===== src/rtl/fifo_rd_drain.sv =====
// Read-domain drain for an async FIFO: pops with credit, absorbs RD_LAT read latency
// in a small output buffer and streams words out as valid/ready. Optional: FIFO_RD_DRAIN_STALL_CNT_EN.
module fifo_rd_drain #(
    parameter int unsigned DW         = 8,
    parameter int unsigned RD_LAT     = 1,
    parameter int unsigned OBUF_DEPTH = 4,
    parameter int unsigned CNT_W      = 16
) (
    input  logic             r_clk,
    input  logic             r_rst,
    input  logic             enable,
    input  logic             r_empty,
    input  logic [DW-1:0]    rdata,
    output logic             r_en,
    output logic             m_valid,
    output logic [DW-1:0]    m_data,
    input  logic             m_ready,
    output logic             busy,
    output logic [1:0]       state_o,
    output logic [CNT_W-1:0] word_cnt
`ifdef FIFO_RD_DRAIN_STALL_CNT_EN
    ,
    output logic [CNT_W-1:0] stall_cnt
`endif
);

    localparam int unsigned PW = (OBUF_DEPTH > 1) ? $clog2(OBUF_DEPTH) : 1;
    localparam int unsigned CW = $clog2(OBUF_DEPTH + RD_LAT + 1);

    typedef enum logic [1:0] {
        StIdle = 2'd0,
        StRun  = 2'd1,
        StStop = 2'd2
    } state_e;

    state_e            state_q, state_d;
    logic [RD_LAT-1:0] pipe_q, pipe_d;
    logic [CW-1:0]     inflight_cnt;
    logic [CW-1:0]     obuf_cnt_q;
    logic [DW-1:0]     obuf_q [OBUF_DEPTH];
    logic [PW-1:0]     rd_ptr_q, wr_ptr_q;
    logic              capture;
    logic              xfer;
    logic              run;

    function automatic logic [PW-1:0] ptr_inc(input logic [PW-1:0] p);
        return (p == PW'(OBUF_DEPTH - 1)) ? '0 : p + PW'(1);
    endfunction

    // ---------------------------------------------------------------- FSM
    always_ff @(posedge r_clk or posedge r_rst) begin
        if (r_rst) begin
            state_q <= StIdle;
        end else begin
            state_q <= state_d;
        end
    end

    always_comb begin
        state_d = state_q;
        unique case (state_q)
            StIdle:  if (enable) state_d = StRun;
            StRun:   if (!enable) state_d = StStop;
            StStop: begin
                if (enable) begin
                    state_d = StRun;
                end else if (!busy) begin
                    state_d = StIdle;
                end
            end
            default: state_d = StIdle;
        endcase
    end

    // The sum counts every word that will occupy a buffer slot, so a capture never overflows.
    always_comb begin
        run     = (state_q == StRun);
        state_o = state_q;
        r_en    = run && !r_empty && ((obuf_cnt_q + inflight_cnt) < CW'(OBUF_DEPTH));
    end

    // ------------------------------------------------------ latency pipeline
    always_comb begin
        pipe_d    = pipe_q << 1;
        pipe_d[0] = r_en;
    end

    always_comb begin
        inflight_cnt = '0;
        for (int i = 0; i < int'(RD_LAT); i++) begin
            inflight_cnt = inflight_cnt + CW'(pipe_q[i]);
        end
    end

    assign capture = pipe_q[RD_LAT-1];
    assign m_valid = (obuf_cnt_q != '0);
    assign m_data  = obuf_q[rd_ptr_q];
    assign xfer    = m_valid && m_ready;
    assign busy    = (inflight_cnt != '0) || (obuf_cnt_q != '0);

    // --------------------------------------------------------- output buffer
    always_ff @(posedge r_clk or posedge r_rst) begin
        if (r_rst) begin
            pipe_q     <= '0;
            obuf_cnt_q <= '0;
            rd_ptr_q   <= '0;
            wr_ptr_q   <= '0;
            word_cnt   <= '0;
            for (int i = 0; i < int'(OBUF_DEPTH); i++) begin
                obuf_q[i] <= '0;
            end
        end else begin
            pipe_q <= pipe_d;
            if (capture) begin
                obuf_q[wr_ptr_q] <= rdata;
                wr_ptr_q         <= ptr_inc(wr_ptr_q);
            end
            if (xfer) begin
                rd_ptr_q <= ptr_inc(rd_ptr_q);
                word_cnt <= word_cnt + CNT_W'(1);
            end
            case ({capture, xfer})
                2'b10:   obuf_cnt_q <= obuf_cnt_q + CW'(1);
                2'b01:   obuf_cnt_q <= obuf_cnt_q - CW'(1);
                default: obuf_cnt_q <= obuf_cnt_q;
            endcase
        end
    end

`ifdef FIFO_RD_DRAIN_STALL_CNT_EN
    always_ff @(posedge r_clk or posedge r_rst) begin
        if (r_rst) begin
            stall_cnt <= '0;
        end else if (m_valid && !m_ready && (stall_cnt != '1)) begin
            stall_cnt <= stall_cnt + CNT_W'(1);
        end
    end
`endif

endmodule

===== config.mk =====
export PLATFORM = sky130hd
export DESIGN_NAME = fifo_rd_drain
export DESIGN_NICKNAME = d
export VERILOG_FILES = /design/src/rtl/fifo_rd_drain.sv
export SDC_FILE = /design/constraint.sdc
export NUM_CORES = 1
export LEC_CHECK = 0
export CORE_MARGIN = 4
export CORE_UTILIZATION = 29
export DETAILED_ROUTE_END_ITERATION = 10
export SYNTH_ARGS = -nofsm -noshare
export SYNTH_HDL_FRONTEND = slang
export SYNTH_SLANG_ARGS = --single-unit

===== constraint.sdc =====
create_clock -name r_clk -period 3.05 [get_ports r_clk]
set_clock_uncertainty 0.2 [all_clocks]
set_input_delay 0.915 -clock r_clk [delete_from_list [all_inputs] [get_ports r_clk]]
set_output_delay 0.915 -clock r_clk [all_outputs]
set_load 0.005 [all_outputs]

Word-level counts from Yosys, hierarchy flattened
Index checks and enable logic that the tools add are counted.

Logic and storage cells: 55. Bits in registers: 58. Output and inout bits: 29. Input port bits: 13.

Add/sub/neg operators: 6. Magnitude comparators: 4. Bitwise logic cells: 2. Mux-type cells: 14. Reductions and logical operators: 10. Eq/ne operators: 9.

Operators with widths (number): 32-bit bitwise mux (1); 8-bit 2-to-1 mux (3); 16-bit by 1-bit adder with 16-bit output, second input constant (1); 8-bit binary-select mux with 2-bit select (1); 8-bit demux with 2-bit select (1); 2-bit 2-to-1 mux (6); 2-bit equality test, second input constant (4); 3-bit >= comparator, second input constant (2); 2-bit inverter with 3-bit output (2); 2-bit case mux with 3 select lines (1); 3-bit case mux with 2 select lines (1); 2-bit by 1-bit adder with 2-bit output, second input constant (2); 2-bit by 1-bit equality test with 1-bit output, second input constant (2); 1-bit logical AND (4); 2-bit inequality test, second input constant (2); 3-bit by 1-bit adder with 3-bit output (1); 3-bit by 1-bit adder with 3-bit output, second input constant (1); 3-bit by 1-bit < comparator with 1-bit output, second input constant (1); 3-bit < comparator, second input constant (1); 3-bit inequality test, second input constant (1); 3-bit AND reduction (1); 3-bit nonzero test (1); 3-bit by 1-bit subtractor with 3-bit output, second input constant (1); 2-bit zero test (1); 3 further kinds (3).

Longest topological paths before layout
Word-level depth: 6. Mapped depth: 8. Mapped depth without buffers: 7.

Least setup slack after synthesis
OpenSTA, ideal clock, no wires.

Path kind: input to register. Start: input port m_ready. End: register obuf_cnt_q[2]. Arrival time: 2.172 ns. Data required time: 2.725 ns. Path buffers: 1. Stages on the path: 8. Setup slack: 0.553 ns. Setup time: 0.125 ns. Cells stage by stage: o31ai_1 buf_4 inv_1 ha_1 fa_1 xnor2_1 nor2_1 xor2_1.

Longest elaborated chain between the ends: 3. Elaborated cells between the ends (all ways): 5. Classes of those cells: 2 x eq/ne; 1 x mux; 2 x reduce/logical.

Ends and longest elaborated chain: start: declaration (RTL line 17) `input logic m_ready,`; 1-bit logical AND (*) (RTL line 98) `assign xfer = m_valid && m_ready;`; 2-bit by 1-bit equality test with 1-bit output / 2-bit equality test (equally long branches) (RTL line 122) `case ({capture, xfer})`; 3-bit case mux with 2 select lines / 2-bit nonzero test (equally long branches); end signal: assignment (RTL line 123) `2'b10: obuf_cnt_q <= obuf_cnt_q + CW'(1);`; end signal: assignment (RTL line 124) `2'b01: obuf_cnt_q <= obuf_cnt_q - CW'(1);`; end signal: assignment (RTL line 125) `default: obuf_cnt_q <= obuf_cnt_q;`; end: declaration (RTL line 39) `logic [CW-1:0] obuf_cnt_q;`.

Mark *: on every way between the ends. The rest lies on a longest branch, timed or not. A chain may end at the register's enable or synchronous reset.

Worst setup path in the final report
Start: register rd_ptr_q[0]. End: output port m_data[7].

Longest elaborated chain between the ends: 4.

Ends and longest elaborated chain: start: declaration (RTL line 41) `logic [PW-1:0] rd_ptr_q, wr_ptr_q;`; start signal: assignment (RTL line 119) `rd_ptr_q <= ptr_inc(rd_ptr_q);`; 2-bit inverter with 3-bit output (not written as such) (RTL line 97) `assign m_data = obuf_q[rd_ptr_q];`; 8-bit binary-select mux with 2-bit select (RTL line 97); 8-bit 2-to-1 mux (not written as such) (2 in series) (RTL line 97); end: declaration (RTL line 16) `output logic [DW-1:0] m_data,`.

No other way between the ends. The select of a mux whose other input is x is not followed.

==> results.sh <==
export IMPL_leakage_nw=1.44
export IMPL_crit_chain="buf_12 -> mux4_2 -> clkdlybuf4s50_1"
export IMPL_wl_per_cell_um=13.9
export IMPL_avgSynthCellArea_um2=13.7
export IMPL_worst_slack_ns=0.0903
export IMPL_wirelength_um=4960
export IMPL_path_clk_slew_ns=0.06
export IMPL_start_util_pct=29.8
export IMPL_synthMuxAreaShare_pct=21.4
export IMPL_synthXorXnorAreaFrac_pct=6.44
export IMPL_status="finished, final reports clean"
export IMPL_clock_sinks=58
export IMPL_final_common_cell="dfrtp_1"
export IMPL_grt_pass1_vias=1794
export IMPL_dieArea_um2=10500
export IMPL_synth_cell_types=27
export IMPL_clock_latency_ns=0.32
export IMPL_cp_end_kind="output port"
export IMPL_core_area_um2=8680
export IMPL_synthAdderAreaFrac_pct=4.16
export IMPL_tightest_slew_ns=0.502
export IMPL_hold_ws_ns=0.283
export IMPL_r2r_cells=7
export IMPL_most_common_layout_cells="58 x dfrtp_1, 39 x clkdlybuf4s50_1, 33 x mux2_2, 17 x nand2_1, 13 x xnor2_1"
export IMPL_hold_path_class="flip-flop to flip-flop"
export IMPL_pwr_share_comb_pct=35.6
export IMPL_synth_compound_area_share_pct=1.45
export IMPL_relSlewSlack_pct=66.5
export IMPL_netlist_top_cells_area="dfrtp_1 56%, mux2_2 14%, mux4_2 7.0%"
export IMPL_dpl_cell_area_um2=3180
export IMPL_slew_viol_final=0
export IMPL_viasPerCell=4.52
export IMPL_drt_iter0_markers=30
export IMPL_cts_root_buffer="clkbuf_8"
export IMPL_swShare_pct=28.1
export IMPL_critPathSlowestCell="mux4_2"
export IMPL_rows=34
export IMPL_max_stage_delay_ns=0.51
export IMPL_tritoncts="built"
export IMPL_dr_pass1_iters=4
export IMPL_ctsHtreeMaxLevel=3
export IMPL_syn_nets=209
export IMPL_maxClockFrequency_mhz=338
export IMPL_p_switching_mw=0.882
export IMPL_grt_most_used_layer="met2"
export IMPL_place_gp_congestion=0.727
export IMPL_fin_crit_sh_pct=97.0
export IMPL_antenna_found_initial=0
export IMPL_crit_path_start_kind="flip-flop"
export IMPL_fin_area_um2=3400
export IMPL_p_int_mw=2.26
export IMPL_io_buffers=41
export IMPL_cts_made_buffers=9
export IMPL_synth_area_leader_cell="dfrtp_1"
export IMPL_grt_use_met1_pct=13.6
export IMPL_utilization_pct=39.1
export IMPL_ys_seq_area_share_pct=56.2
export IMPL_grt_start_max_net_pins=37
export IMPL_grt_usage_pct=11.0
export IMPL_drive_above_1_share_pct=27.4
export IMPL_crit_arrival_ns=1.84
export IMPL_grt_first_pass_wirelength_um=8790
export IMPL_setup_viol_count_final=0
export IMPL_dieWidth_um=102
export IMPL_synthCells=188
export IMPL_vias=1609
export IMPL_use_met3_pct=4.64
export IMPL_seqPwrFrac_pct=41.8
export IMPL_fin_crit_ns=2.96
export IMPL_antenna_cells=0
export IMPL_synth_top_family_by_area="multiplexers"
export IMPL_power_per_cell_area_nw_per_um2=924
export IMPL_syn_area_um2=2580
export IMPL_critical_path_class="flip-flop to output port"
export IMPL_min_path_cells=1
export IMPL_grtUsageMet2_pct=17.5
export IMPL_ctsHoldBuffers=0
export IMPL_drc_errors=0
export IMPL_overflow=0
export IMPL_clkPwrFrac_pct=22.6
export IMPL_place_ws_ns=-0.176
export IMPL_fp_dieH_um=102
export IMPL_synth_warning_count=0
export IMPL_power_mw=3.14
export IMPL_synth_seq_cells=58
export IMPL_cap_viol_max_count=0
export IMPL_pin_count=42
export IMPL_detailed_place_hpwl_um=3410
export IMPL_yosys_area_top_type_share_pct=56.2
export IMPL_antenna_left=0
export IMPL_final_nets=264
export IMPL_worstPathMaxFanout=8
export IMPL_rsz0062_at_grt="false"
export IMPL_ir_drop_uv=423
export IMPL_required_ns=1.93
export IMPL_area_delta_synth_final_pct=31.5
export IMPL_synthSimpleGateAreaFrac_pct=8.91
export IMPL_clock_path_buffers=2
export IMPL_hold_viol=0
[through the flow]
stage          setup TNS, ns  std cells
6_report                   0        356
5_1_grt                    0        356
4_1_cts                    0        356
3_5_place_dp          -0.176        339
3_3_place_gp          -0.155        339
2_1_floorplan              0        188
[sequential cells by signal (all words and copies together) (netlist names)]
| register | flops |
|---|---|
| obuf_q | 32 |
| word_cnt | 16 |
| obuf_cnt_q | 3 |
| rd_ptr_q | 2 |
| state_o | 2 |
| wr_ptr_q | 2 |
| capture | 1 |
[path summary, 6_finish.rpt]
check | startpoint | end | slack [ns]
max | rd_ptr_q[0] | m_data[7] | 0.09
min | word_cnt[15] | word_cnt[15] | 0.28
max reg2reg | obuf_cnt_q[0] | obuf_cnt_q[2] | 0.89
min reg2reg | word_cnt[15] | word_cnt[15] | 0.28
max in group asynchronous | r_rst | obuf_q[18] | 1.35
min in group asynchronous | r_rst | state_o[1] | 0.74
[final cells by class]
| class | instances | area, um^2 |
|---|---|---|
| Fill cell | 866 | 5280 |
| Sequential cell | 58 | 1450 |
| Multi-Input combinational cell | 121 | 1100 |
| Timing Repair Buffer | 48 | 489 |
| Clock buffer | 11 | 151 |
| Tap cell | 108 | 135 |
| Clock inverter | 5 | 52.6 |
| Inverter | 5 | 18.8 |
[power by group through the flow]
stage,sequential [mW],clock (mW),combinational [mW]
after global routing,1.36,0.773,1.26
after global placement,1.32,0,1.11
final,1.31,0.709,1.12
after detailed placement,1.33,0,1.14
after CTS,1.31,0.743,1.15
after floorplan,1.24,0,0.703
[cell usage after synthesis]
master and n:
mux4_2 8, xnor2_1 13, ha_1 7, nand2_1 17, buf_4 1, or2_2 1
a21boi_0 1, xor2_1 6, nand4_1 4, o31ai_1 1, nand3_1 7, or3_4 1
buf_2 1, a21o_1 1, clkbuf_1 2, nand3b_1 1, and4_1 1, a21oi_1 1
or3_1 2, mux2_2 33, dfrtp_1 58, nand2b_1 2, nor3_1 5, o21ai_0 2
inv_1 5, fa_1 1, nor2_1 6
[cells by family (layout without fill, tap and decap cells)]
kind of cell,after synthesis,after routing
flip-flops,58,58
AND/OR/NAND/NOR,47,47
XOR/XNOR,19,19
AO/OA/AOI/OAI,6,6
buffers and inverters,9,69
multiplexers,41,41
adder cells (fa/ha/maj),8,8
[critical path, delay by kind of cell, from the launching register on]
kind | cells | cell delay (ns)
mux | 1 | 0.51
buf+inv | 2 | 0.62
flops | 1 | 0.39
[per-layer routing]
metal,wire (um),vias up,part of all wire [%]
li1,-,768,-
met1,2210,806,45
met2,2430,29,49
met3,254,6,5.1
met4,62,0,1.3
met5,0,-,0
[what timing repair did]
item	4_1_cts	5_1_grt
endpoints found under the hold margin	0	0
setup endpoints to repair	4	1
gates cloned	0	0
resized for setup	2	1
buffers inserted	1	0
No activity file was read; power rests on OpenSTA's default activity.
